`src/rtl/umul_q_laccp_axis_if.sv`:
```
// Stream bundle for the LACCP fixed-point multiplier: operand/multiplier in, product out.
// The slave modport is the multiplier's view; master is the producer/consumer side.
interface umul_q_laccp_axis_if #(
  parameter int unsigned DW = 16,
  parameter int unsigned QI = 16,
  parameter int unsigned QF = 8
) ();
  logic                s_axis_tvalid;
  logic                s_axis_tready;
  logic [QI-1:0]       s_axis_q_int;
  logic [QF-1:0]       s_axis_q_frac;
  logic [DW-1:0]       s_axis_multiplier;
  logic                m_axis_tvalid;
  logic                m_axis_tready;
  logic [DW+QI-1:0]    m_axis_prod_int;
  logic [QF-1:0]       m_axis_prod_frac;
  logic                m_axis_zero;

  modport slave (
    input  s_axis_tvalid, s_axis_q_int, s_axis_q_frac, s_axis_multiplier, m_axis_tready,
    output s_axis_tready, m_axis_tvalid, m_axis_prod_int, m_axis_prod_frac, m_axis_zero
  );

  modport master (
    output s_axis_tvalid, s_axis_q_int, s_axis_q_frac, s_axis_multiplier, m_axis_tready,
    input  s_axis_tready, m_axis_tvalid, m_axis_prod_int, m_axis_prod_frac, m_axis_zero
  );
endinterface

```
`src/rtl/umul_q_laccp_axis.sv`:
```
// Shift/add unsigned QI.QF x DW multiplier with constant DW-cycle latency and a
// 1-deep output hold register; rescales LACCP divider ratios back onto integer counts.
module umul_q_laccp_axis #(
  parameter int unsigned DW    = 16,
  parameter int unsigned QI    = 16,
  parameter int unsigned QF    = 8,
  parameter int unsigned ROUND = 0
) (
  input logic                 clk,
  input logic                 rst,
  umul_q_laccp_axis_if.slave  bus
);
  localparam int unsigned PW = DW + QI + QF;
  localparam int unsigned IW = DW + QI;
  localparam int unsigned CW = $clog2(DW + 1);

  localparam logic StIdle = 1'b0;
  localparam logic StRun  = 1'b1;

  logic          state;
  logic [CW-1:0] cnt;
  logic [PW-1:0] acc;
  logic [PW-1:0] mcand;
  logic [DW-1:0] mplr;

  logic          out_valid;
  logic [IW-1:0] prod_int;
  logic [QF-1:0] prod_frac;
  logic          prod_zero;

  logic          in_ready;
  logic          in_fire;
  logic          out_fire;
  logic [PW-1:0] acc_next;
  logic          round_bit;
  logic [IW-1:0] int_next;

  assign in_ready = (state == StIdle) && !out_valid;
  assign in_fire  = bus.s_axis_tvalid && in_ready;
  assign out_fire = out_valid && bus.m_axis_tready;

  // acc_next includes the add of the current edge, so the final edge can
  // load the hold registers directly without an extra cycle.
  always_comb begin
    acc_next  = mplr[0] ? (acc + mcand) : acc;
    round_bit = (ROUND != 0) ? acc_next[QF-1] : 1'b0;
    int_next  = acc_next[PW-1:QF] + IW'(round_bit);
  end

  always_ff @(posedge clk or posedge rst) begin
    if (rst) begin
      state     <= StIdle;
      cnt       <= '0;
      acc       <= '0;
      mcand     <= '0;
      mplr      <= '0;
      out_valid <= 1'b0;
      prod_int  <= '0;
      prod_frac <= '0;
      prod_zero <= 1'b0;
    end else begin
      if (out_fire) begin
        out_valid <= 1'b0;
      end
      case (state)
        StIdle: begin
          if (in_fire) begin
            mcand <= PW'({bus.s_axis_q_int, bus.s_axis_q_frac});
            mplr  <= bus.s_axis_multiplier;
            acc   <= '0;
            cnt   <= CW'(DW);
            state <= StRun;
          end
        end
        StRun: begin
          acc   <= acc_next;
          mcand <= mcand << 1;
          mplr  <= mplr >> 1;
          cnt   <= cnt - CW'(1);
          if (cnt == CW'(1)) begin
            out_valid <= 1'b1;
            prod_int  <= int_next;
            prod_frac <= acc_next[QF-1:0];
            prod_zero <= (acc_next == '0);
            state     <= StIdle;
          end
        end
        default: state <= StIdle;
      endcase
    end
  end

  assign bus.s_axis_tready    = in_ready;
  assign bus.m_axis_tvalid    = out_valid;
  assign bus.m_axis_prod_int  = prod_int;
  assign bus.m_axis_prod_frac = prod_frac;
  assign bus.m_axis_zero      = prod_zero;
endmodule

```
`src/flat_wrapper.sv`:
```
// flat-port wrapper written by rule: the top's interface ports become plain ports
module umul_q_laccp_axis_flat 
#(
  parameter int unsigned DW    = 16,
  parameter int unsigned QI    = 16,
  parameter int unsigned QF    = 8,
  parameter int unsigned ROUND = 0
)
  (clk, rst, bus_s_axis_tvalid, bus_s_axis_q_int, bus_s_axis_q_frac, bus_s_axis_multiplier, bus_m_axis_tready, bus_s_axis_tready, bus_m_axis_tvalid, bus_m_axis_prod_int, bus_m_axis_prod_frac, bus_m_axis_zero);
  umul_q_laccp_axis_if #(.DW(DW), .QI(QI), .QF(QF)) bus_i ();
  input logic clk;
  input logic rst;
  input wire logic [$bits(bus_i.s_axis_tvalid)-1:0] bus_s_axis_tvalid;
  input wire logic [$bits(bus_i.s_axis_q_int)-1:0] bus_s_axis_q_int;
  input wire logic [$bits(bus_i.s_axis_q_frac)-1:0] bus_s_axis_q_frac;
  input wire logic [$bits(bus_i.s_axis_multiplier)-1:0] bus_s_axis_multiplier;
  input wire logic [$bits(bus_i.m_axis_tready)-1:0] bus_m_axis_tready;
  output wire logic [$bits(bus_i.s_axis_tready)-1:0] bus_s_axis_tready;
  output wire logic [$bits(bus_i.m_axis_tvalid)-1:0] bus_m_axis_tvalid;
  output wire logic [$bits(bus_i.m_axis_prod_int)-1:0] bus_m_axis_prod_int;
  output wire logic [$bits(bus_i.m_axis_prod_frac)-1:0] bus_m_axis_prod_frac;
  output wire logic [$bits(bus_i.m_axis_zero)-1:0] bus_m_axis_zero;
  assign bus_i.s_axis_tvalid = bus_s_axis_tvalid;
  assign bus_i.s_axis_q_int = bus_s_axis_q_int;
  assign bus_i.s_axis_q_frac = bus_s_axis_q_frac;
  assign bus_i.s_axis_multiplier = bus_s_axis_multiplier;
  assign bus_i.m_axis_tready = bus_m_axis_tready;
  assign bus_s_axis_tready = bus_i.s_axis_tready;
  assign bus_m_axis_tvalid = bus_i.m_axis_tvalid;
  assign bus_m_axis_prod_int = bus_i.m_axis_prod_int;
  assign bus_m_axis_prod_frac = bus_i.m_axis_prod_frac;
  assign bus_m_axis_zero = bus_i.m_axis_zero;
  umul_q_laccp_axis #(.DW(DW), .QI(QI), .QF(QF), .ROUND(ROUND)) u_core (.clk(clk), .rst(rst), .bus(bus_i));
endmodule
```
`config.mk`:
```
export PLATFORM = sky130hd
export DESIGN_NAME = umul_q_laccp_axis_flat
export DESIGN_NICKNAME = d
export VERILOG_FILES = /design/src/rtl/umul_q_laccp_axis_if.sv /design/src/rtl/umul_q_laccp_axis.sv /design/src/flat_wrapper.sv
export SDC_FILE = /design/constraint.sdc
export NUM_CORES = 1
export LEC_CHECK = 0
export ABC_AREA = 1
export BUFFER_PORTS_ARGS = -buffer_cell sky130_fd_sc_hd__buf_2
export CORE_ASPECT_RATIO = 1.25
export CORE_UTILIZATION = 35
export DETAILED_ROUTE_END_ITERATION = 6
export PLACE_DENSITY = 0.48
export SETUP_SLACK_MARGIN = 0.02
export SLEW_MARGIN = 20
export SYNTH_ARGS = -nofsm -noshare
export SYNTH_HDL_FRONTEND = slang
export SYNTH_SLANG_ARGS = --single-unit
```
`constraint.sdc`:
```
create_clock -name clk -period 5.7 [get_ports clk]
set_input_delay 0.285 -clock clk [delete_from_list [all_inputs] [get_ports clk]]
set_output_delay 0.285 -clock clk [all_outputs]
set_load 0.03 [all_outputs]
```
======== After elaboration in Yosys (flattened, before gate mapping) ========
Cells that the tools add are included.
Widths: inputs -> output; s select.
storage, ports and cells
  input bits .............................. 44
  output and inout port bits .............. 43
  register bits after elaboration ......... 144
  logic and storage cells ................. 35
cells by class
  add/subtract/negate cells ............... 2
  muxes and demuxes ....................... 15
  bitwise operators ....................... 1
  eq/ne operators ......................... 2
  reduce and logical (&&, ||, !) cells .... 6
operators with widths
  kind                 number
  $pmux 40 s2          2
  $mux 40              3
  $add 40x40->40       1
  $logic_not 40->1     1
  $pmux 16 s2          1
  $mux 16              1
  $pmux 5 s2           1
  $eq 5x1->1 const B   1
  $mux 1               5
  $mux 5               1
  $sub 5x1->5 const B  1
  $logic_and 1x1->1    3
  $ne 2x1->1 const B   1
  $pmux 1 s2           1
  $reduce_and 2->1     1
  $logic_not 1->1      1
  $not 1->1            1

======== Depth between registers and ports, before layout ========
Gate-level depths: netlist (run 1).
  depth in word-level cells ............... 5
  depth in mapped cells ................... 21
  gate-level depth less buffers ........... 21

======== Worst setup path after synthesis (run 1) ========
No wires, ideal clock.
  path kind ............................... flip-flop to flip-flop
  start point ............................. register u_core.mcand[0]
  end point ............................... register u_core.prod_zero (netlist: u_core.bus.m_axis_zero)
  data required time ...................... 5635 ps
  clock period less this slack ............ 2210 ps
  arrival time ............................ 2145 ps
  setup time .............................. 65 ps
  stages on the path, launching flop included .. 21
  buffers on the path ..................... 0
  setup slack ............................. 3490 ps
  cells stage by stage .................... dfrtp_1 -> ha_1 -> inv_1 -> fa_1 -> inv_1 -> nand2_1 -> nand2_1 -> nand3_2 -> nand2_2 -> nand2_2 -> nand2_1 -> nand2_1 -> nand3_2 -> nand3_2 -> nand2_2 -> nand3_1 -> nor2_1 -> nand2_1 -> nor2_1 -> nand2_1 -> nand2_1
on the way
  longest elaborated chain between the ends .. 3
RTL lines
  element                 line                     text
  from (decl)             umul_q_laccp_axis.sv:23  logic [PW-1:0] mcand;
  from (signal assigned)  umul_q_laccp_axis.sv:68  mcand <= PW'({bus.s_axis_q_int, bus.s_axis_q_frac});
  from (signal assigned)  umul_q_laccp_axis.sv:77  mcand <= mcand << 1;
  $add 40x40->40          umul_q_laccp_axis.sv:45  acc_next = mplr[0] ? (acc + mcand) : acc;
  $mux 40                 umul_q_laccp_axis.sv:45
  $logic_not 40->1        umul_q_laccp_axis.sv:84  prod_zero <= (acc_next == '0);
  to (signal assigned)    umul_q_laccp_axis.sv:84
  to (decl)               umul_q_laccp_axis.sv:29  logic prod_zero;
Every way passes these cells.
A chain may end at the register's enable or synchronous reset.

======== Worst setup path in the final report (run 1) ========
Same ends and word-level chain as after synthesis.

==> summary.md, run 1 <==
| Metric | Value |
|---|---|
| Area Overhead vs Synth | 14.30% |
| PortBufs | 86 |
| PD cells | 697.6 nW/um^2 |
| DP HPWL | 23650 um |
| Fill count | 2899 |
| CP most frequent cell | nand2_1 |
| Gr busiest metal | met2 |
| Final setup viols | 0 |
| Mapped Cells | 1398 |
| Post-CTS setup buffers | 0 |
| Diodes inserted | 0 |
| HP Class | in -> async |
| Sink Count | 144 |
| Fin crit period | 3.125 ns |
| Simple-gate share of the synthesized area | 0.3384 |
| Leakage | 5.852 nW |
| Status | finished clean |
| Die Width | 148.9 um |
| Unrepaired setup endpoints after global routing | no |
| Mux cell area share after synthesis | 0 |
| Worst setup EP type | register |
| CTS max path bufs | 2 |
| CTS tree | done |
| Initial Utilization | 0.3594 |
| Cts hold-fix bufs | 0 |
| Hold Fails Final Rpt | 0 |
| Wire per inst | 17.37 um |
| Part of the Yosys area used for sequential elements | 0.3818 |
| First DRT Iteration DRCs | 532 |
| DRT antenna net count | 0 |
| Number of global-route vias before repair | 8858 |
| Crit Path Class | reg -> reg |
| Total track usage | 0.2420 |
| Initial antenna violation count | 0 |
| Synth Area in Compound Gates | 0.1049 |
| Setup TNS | 0 ns |
| Synth Area in XOR/XNOR | 0.001856 |
| Max VDD drop | 0.0002570 V |
| Cts bufs inserted | 17 |
| Distinct cells, synth | 33 |
| Non-filler cells, final | 1815 |
| Number of iterations in the first detailed-routing pass | 5 |
| Row cnt | 66 |
| Worst path cell trace | ha_1, inv_1, fa_1, inv_1, nand2_1, nand2_1, nand3_2, nand2_2, nand2_2, nand3_1, nand3_1, nand2_1, nand2_1, nor2_1, nand3_1, nor2_1, nand2_1, nor2_1, nand2_1, nand2_1 |
| Die Y | 185.6 um |
| Via-to-Cell Ratio | 4.928 |
| Clock slew at reported path FFs | 0.07 ns |
| Startpoint types | register |
| Grt met1 use | 0.3010 |
| Syn nets | 1484 |
| Final period utilization | 0.5483 |
| Largest family of logic cells by synthesized area | simple AND/OR/NAND/NOR gates |
| Critical Path RT | 6.08 ns |
| Crit-path slowest cell | fa_1 |
| Peak Freq | 320.0 MHz |
| Placed insts | 1784 |
| CTS H-tree depth | 4 |
| YS warnings | 0 |
| Slew margin rel. | 0.4397 |
| IO Count | 87 |
| Met2 global-route usage | 0.4260 |
| Die area | 27630 sq um |
| Max-Cap Viols | 0 |
| Remaining Overflow, GRT | 0 |
| Largest net degree at the start of global routing | 104 |
| Share of post-route cells with drive strength above 1 | 0.1125 |
| M3 GR Usage | 0.02941 |
| Actual slew at the worst max-slew pin | 0.8405 ns |
| Yosys reg bits | 144 |
| Root buffer cell | clkbuf_16 |
| Global-route wire length before repair | 50070 um |
| Synthesized cell area | 9439 sq um |
| Count of pins over their slew limit | 0 |
| CP max FO | 4 |
| Clk_skew | 0.01418 ns |
| Routed Wire Length | 31530 um |
| Syn_area_per_cell | 6.752 sq um |
| Residual DRC count | 0 |
| Max stage delay on crit path | 0.39 ns |
| Post-layout nets | 1549 |
| Vias | 8944 |
| Area share of fa/ha/maj cells after synthesis | 0.05647 |
| Worst skew pair latency | 0.44 ns |
| Placer Congestion | 0.9134 |
| Core area | 26260 sq um |
| Cells resized by post-CTS repair | 0 |
| Crit path DAT | 3.51 ns |
-- path summary, 6_finish.rpt --
| path | startpoint | end | slack, ns | depth (start not counted) |
|---|---|---|---|---|
| min | rst | u_core.mplr[12] | 0.005 | 2 |
| max reg2reg | u_core.mcand[0] | u_core.bus.m_axis_zero | 2.57 | 20 |
| max | u_core.mcand[0] | u_core.bus.m_axis_zero | 2.57 | 20 |
| min reg2reg | u_core.bus.m_axis_prod_int[8] | u_core.bus.m_axis_prod_int[8] | 0.48 | 2 |
| min in group clk | bus_m_axis_tready | u_core.bus.m_axis_tvalid | 0.03 | 2 |
| max in group asynchronous | rst | u_core.mcand[16] | 4.41 | 3 |
-- final cells by class --
class | count | area [sq um] | area share
clock inverters | 12 | 207.7 | 0.01925
repair buffers | 93 | 486.7 | 0.04511
multi-input cells | 972 | 4745 | 0.4398
inverters | 235 | 888.4 | 0.08234
flip-flops and latches | 144 | 3603 | 0.3340
clock buffers | 19 | 432.9 | 0.04013
well taps | 340 | 425.4 | 0.03943
-- kinds of logic after synthesis --
| family | Yosys count |
|---|---|
| xor+xnor | 2 |
| buf+inv | 282 |
| fa+ha+maj | 42 |
| compound gates | 177 |
| simple gates | 751 |
| flops | 144 |
-- where the power goes --
| part | total, mW | leakage [nW] | switching, mW | internal (mW) |
|---|---|---|---|---|
| Combinational | 4.45 | 3.79 | 3.12 | 1.33 |
| Sequential | 1.82 | 1.76 | 0.326 | 1.50 |
| Clock | 1.26 | 0.306 | 0.478 | 0.780 |
-- sequential cells by signal, indices dropped and copies added (netlist names) --
register	cells
u_core.acc	40
u_core.mcand	40
u_core.bus.m_axis_prod_int	32
u_core.mplr	16
u_core.bus.m_axis_prod_frac	8
u_core.cnt	5
u_core.bus.m_axis_tvalid	1
u_core.bus.m_axis_zero	1
u_core.state	1
-- layer usage --
metal  wire (um)  up-vias
met2       15820      155
li1            -     4560
met1       14010     4195
met4         784        0
met5           0        -
met3         911       34
-- Yosys cell counts (all sizes together) --
library cell	n	area share
fa	1	0.0021
nor2	80	0.035
a22oi	8	0.0064
clkbuf	33	0.014
nand4	9	0.0060
nand2	488	0.20
xor2	2	0.0019
nand3	163	0.092
o22ai	36	0.024
o21bai	3	0.0024
a21oi	30	0.016
nand3b	3	0.0024
or3	2	0.0013
inv	235	0.093
dfrtp	144	0.38
o21ai	89	0.047
and2	2	0.0013
nor3	4	0.0021
dlygate4sd1	1	0.00093
o211ai	11	0.0087
buf	13	0.0087
ha	41	0.054
-- through the flow --
step | setup slack [ns] | instance area (sq um) | power, mW | hold WS [ns] | utilization
5_1_grt | 2.330 | 10790 | 8.240 | 0.02451 | 0.4109
6_report | 2.575 | 10790 | 7.527 | 0.005383 | 0.4109
4_1_cts | 2.554 | 10780 | 7.595 | 0.01156 | 0.4105
3_3_place_gp | 2.572 | 10140 | 6.292 | 0.4644 | 0.3861
2_1_floorplan | 1.549 | 9439 | 4.946 | 0.3814 | -
3_5_place_dp | 2.573 | 10140 | 6.304 | 0.4684 | 0.3861
-- critical path, delay by kind of cell (launching register included) --
family,cells,cell delay [ns]
flops,1,0.38
fa+ha+maj,2,0.69
simple gates,16,1.77
buf+inv,2,0.24
-- cells in the final DEF, fill, tap and decap left out, types with 4 or more instances in the layout --
| cell | n |
|---|---|
| a21oi_1 | 29 |
| a22oi_1 | 8 |
| buf_2 | 86 |
| buf_4 | 6 |
| bufinv_16 | 5 |
| clkbuf_16 | 17 |
| dfrtp_1 | 144 |
| ha_1 | 41 |
| inv_1 | 231 |
| nand2_1 | 469 |
| nand2_2 | 18 |
| nand3_1 | 153 |
| nand3_2 | 10 |
| nand4_1 | 9 |
| nor2_1 | 70 |
| nor2_2 | 9 |
| nor3_1 | 4 |
| o211ai_1 | 11 |
| o21ai_0 | 83 |
| o21ai_1 | 6 |
| o22ai_1 | 36 |
Note: power is estimated with default switching activity, not from simulation.
==> run 2, diff against run 1 <==
--- a/config.mk
+++ b/config.mk
@@ -10,7 +10,7 @@
 export CORE_ASPECT_RATIO = 1.25
 export CORE_UTILIZATION = 35
 export DETAILED_ROUTE_END_ITERATION = 6
-export PLACE_DENSITY = 0.48
+export PLACE_DENSITY = 0.5
 export SETUP_SLACK_MARGIN = 0.02
 export SLEW_MARGIN = 20
 export SYNTH_ARGS = -nofsm -noshare
==> constraint.sdc (replaced) <==
create_clock -name clk -period 2.52 [get_ports clk]
set_input_delay 0.126 -clock clk [delete_from_list [all_inputs] [get_ports clk]]
set_output_delay 0.126 -clock clk [all_outputs]
set_load 0.03 [all_outputs]
==> run 2 against run 1 <==
Sequential cell count stayed put. Wire length grew 3.3%. First-iteration DRC count rose by 7.0%. Critical path depth is 3 lower. Critical path type unchanged. Critical endpoint unchanged.
==> summary.md, run 2 (same netlist as run 1, synthesis figures left out) <==
| Metric | Value |
|---|---|
| Post-layout nets | 1727 (was 1549) |
| Fin crit period | 2.493 ns (was 3.125 ns) |
| R2R cell count | 17 (was 20) |
| Clock slew at reported path FFs | 0.07 ns (about the same) |
| Setup TNS | 0 ns (unchanged) |
| Unrepaired setup endpoints after global routing | yes (was no) |
| Crit-path slowest cell | fa_2 (was fa_1) |
| Crit path DAT | 2.88 ns (was 3.51 ns) |
| Status | finished clean (unchanged) |
| Row cnt | 66 (unchanged) |
| Global-route wire length before repair | 51400 um (was 50070 um) |
| Max VDD drop | 0.0006720 V (was 0.0002570 V) |
| IO Count | 87 (unchanged) |
| Remaining Overflow, GRT | 0 (unchanged) |
| HP Class | in -> async (unchanged) |
| PortBufs | 86 (unchanged) |
| Root buffer cell | clkbuf_16 (unchanged) |
| Worst setup EP type | register (unchanged) |
| Number of global-route vias before repair | 9545 (was 8858) |
| CP max FO | 2 (was 4) |
| Cts bufs inserted | 17 (unchanged) |
| Die Y | 185.6 um (unchanged) |
| Largest net degree at the start of global routing | 64 (was 104) |
| CP most frequent cell | nand2_1 (unchanged) |
| CTS max path bufs | 2 (unchanged) |
| Routed Wire Length | 32570 um (was 31530 um) |
| PD cells | 1580 nW/um^2 (was 697.6 nW/um^2) |
| CTS tree | done (unchanged) |
| Hold Fails Final Rpt | 0 (unchanged) |
| Total track usage | 0.2474 (was 0.2420) |
| Actual slew at the worst max-slew pin | 0.6910 ns (was 0.8405 ns) |
| DP HPWL | 25080 um (was 23650 um) |
| Via-to-Cell Ratio | 4.822 (was 4.928) |
| Leakage | 6.683 nW (was 5.852 nW) |
| Max stage delay on crit path | 0.50 ns (was 0.39 ns) |
| Critical Path RT | 2.91 ns (was 6.08 ns) |
| Flop2flop setup slack | 0.03 ns (was 2.57 ns) |
| Residual DRC count | 0 (unchanged) |
| Peak Freq | 401.2 MHz (was 320.0 MHz) |
| Final setup viols | 0 (unchanged) |
| Placer Congestion | 0.9482 (was 0.9134) |
| Worst Hold Slack | 0.1934 ns (was 0.005383 ns) |
| Design Power | 20.06 mW (was 7.527 mW) |
| Count of pins over their slew limit | 0 (unchanged) |
| Sink Count | 144 (unchanged) |
| Crit Path Class | reg -> reg (unchanged) |
| Worst skew pair latency | 0.45 ns (was 0.44 ns) |
| Initial Utilization | 0.3594 (unchanged) |
| CTS H-tree depth | 4 (unchanged) |
| Initial antenna violation count | 0 (unchanged) |
| Number of iterations in the first detailed-routing pass | 5 (unchanged) |
| Worst path cell trace | ha_2, inv_2, fa_2, nand2_1, o21ai_2, nand3_1, nor2_1, nand2_1, nor2_1, nand3_1, nor2_2, nand3_4, nor2_2, nand3_1, nor2_1, nand2_1, nand2_1 (was ha_1, inv_1, fa_1, inv_1, nand2_1, nand2_1, nand3_2, nand2_2, nand2_2, nand3_1, nand3_1, nand2_1, nand2_1, nor2_1, nand3_1, nor2_1, nand2_1, nor2_1, nand2_1, nand2_1) |
| Diodes inserted | 0 (unchanged) |
| Most frequent cells in the layout | nand2_1 (456), inv_1 (228), nand3_1 (148) (was nand2_1 (469), inv_1 (231), nand3_1 (153)) |
| First DRT Iteration DRCs | 569 (was 532) |
| Core area | 26260 sq um (unchanged) |
| Clk_skew | 0.01071 ns (was 0.01418 ns) |
| Die Width | 148.9 um (unchanged) |
| Vias | 9616 (was 8944) |
| Commonest non-fill, non-tap cell in the layout | nand2_1 (unchanged) |
| Final period utilization | 0.9892 (was 0.5483) |
| Wire per inst | 16.33 um (was 17.37 um) |
| Slew margin rel. | 0.5387 (was 0.4397) |
| Fill count | 2705 (was 2899) |
| Reg2Reg Capture Point | u_core.bus.m_axis_zero (unchanged) |
| Max-Cap Viols | 0 (unchanged) |
| Crit-path leading delay family | simple AND/OR/NAND/NOR gates (unchanged) |
| Area Overhead vs Synth | 34.49% (was 14.30%) |
| R2r startpoint | u_core.mcand[0] (unchanged) |
| CP bufs+invs | 1 (was 2) |
| Share of post-route cells with drive strength above 1 | 0.2273 (was 0.1125) |
| DRT antenna net count | 0 (unchanged) |
| Startpoint types | register (unchanged) |
| Die area | 27630 sq um (unchanged) |
==> run 2: layer usage <==
metal	part of all wire	GRT usage	wire length, um	vias up
met2	0.50	0.4406	16430	171
met3	0.031	0.03578	1010	42
li1	-	-	-	4925
met1	0.44	0.3022	14370	4478
met4	0.023	0.08531	754	0
met5	0	0	0	-
==> run 2: power by group <==
group	leakage (nW)	switching [mW]	internal (mW)
Clock	0.302	1.13	1.61
Sequential	1.76	0.821	3.38
Combinational	4.62	7.82	5.29
==> run 2: area by class of cell <==
class	instances	area (sq um)	area share
Tap cell	340	425.4	0.03351
Clock inverter	13	177.7	0.01400
Timing Repair Buffer	271	1974	0.1555
Sequential cell	144	3603	0.2839
Clock buffer	19	442.9	0.03489
Multi-Input combinational cell	972	5184	0.4083
Inverter	235	887.1	0.06988
==> run 2: worst max path at each step <==
| stage | start | endpoint | slack (ns) | cells past startpoint |
|---|---|---|---|---|
| 2_1_floorplan | u_core.mcand[0] | u_core.bus.m_axis_zero | 0.31 | 20 |
| 3_3_place_gp | u_core.mcand[0] | u_core.bus.m_axis_zero | -0.29 | 20 |
| 3_5_place_dp | u_core.mcand[0] | u_core.bus.m_axis_zero | -0.27 | 20 |
| 4_1_cts | u_core.mcand[0] | u_core.bus.m_axis_zero | -0.02 | 17 |
| 5_1_grt | u_core.mcand[0] | u_core.bus.m_axis_zero | -0.15 | 20 |
| 6_report | u_core.mcand[0] | u_core.bus.m_axis_zero | 0.03 | 17 |
==> run 2: what timing repair did <==
action / CTS / global route
buffers inserted: 1 / 2
hold buffers: 42 / 0
resized for setup: 22 / 63
endpoints found under the hold margin: 51 / 0
pin swaps: 5 / 14
setup endpoints to repair: 2 / 23
==> run 2: worst reg2reg max path, cell delays in order (launching register included) <==
cell	delay, ns
dfrtp_1	0.36
ha_2	0.19
inv_2	0.04
fa_2	0.50
nand2_1	0.06
o21ai_2	0.08
nand3_1	0.12
nor2_1	0.10
nand2_1	0.07
nor2_1	0.10
nand3_1	0.12
nor2_2	0.19
nand3_4	0.13
nor2_2	0.10
nand3_1	0.08
nor2_1	0.09
nand2_1	0.06
nand2_1	0.05
==> run 2: through the flow <==
step	setup WS [ns]	utilization	instance area [sq um]	cells
after global routing	-0.1507	0.4834	12690	1994
after CTS	-0.02296	0.4696	12330	1992
after detailed placement	-0.2653	0.4259	11180	1917
after floorplan	0.3099	-	9443	1398
final	0.02721	0.4834	12690	1994
after global placement	-0.2893	0.4259	11180	1917
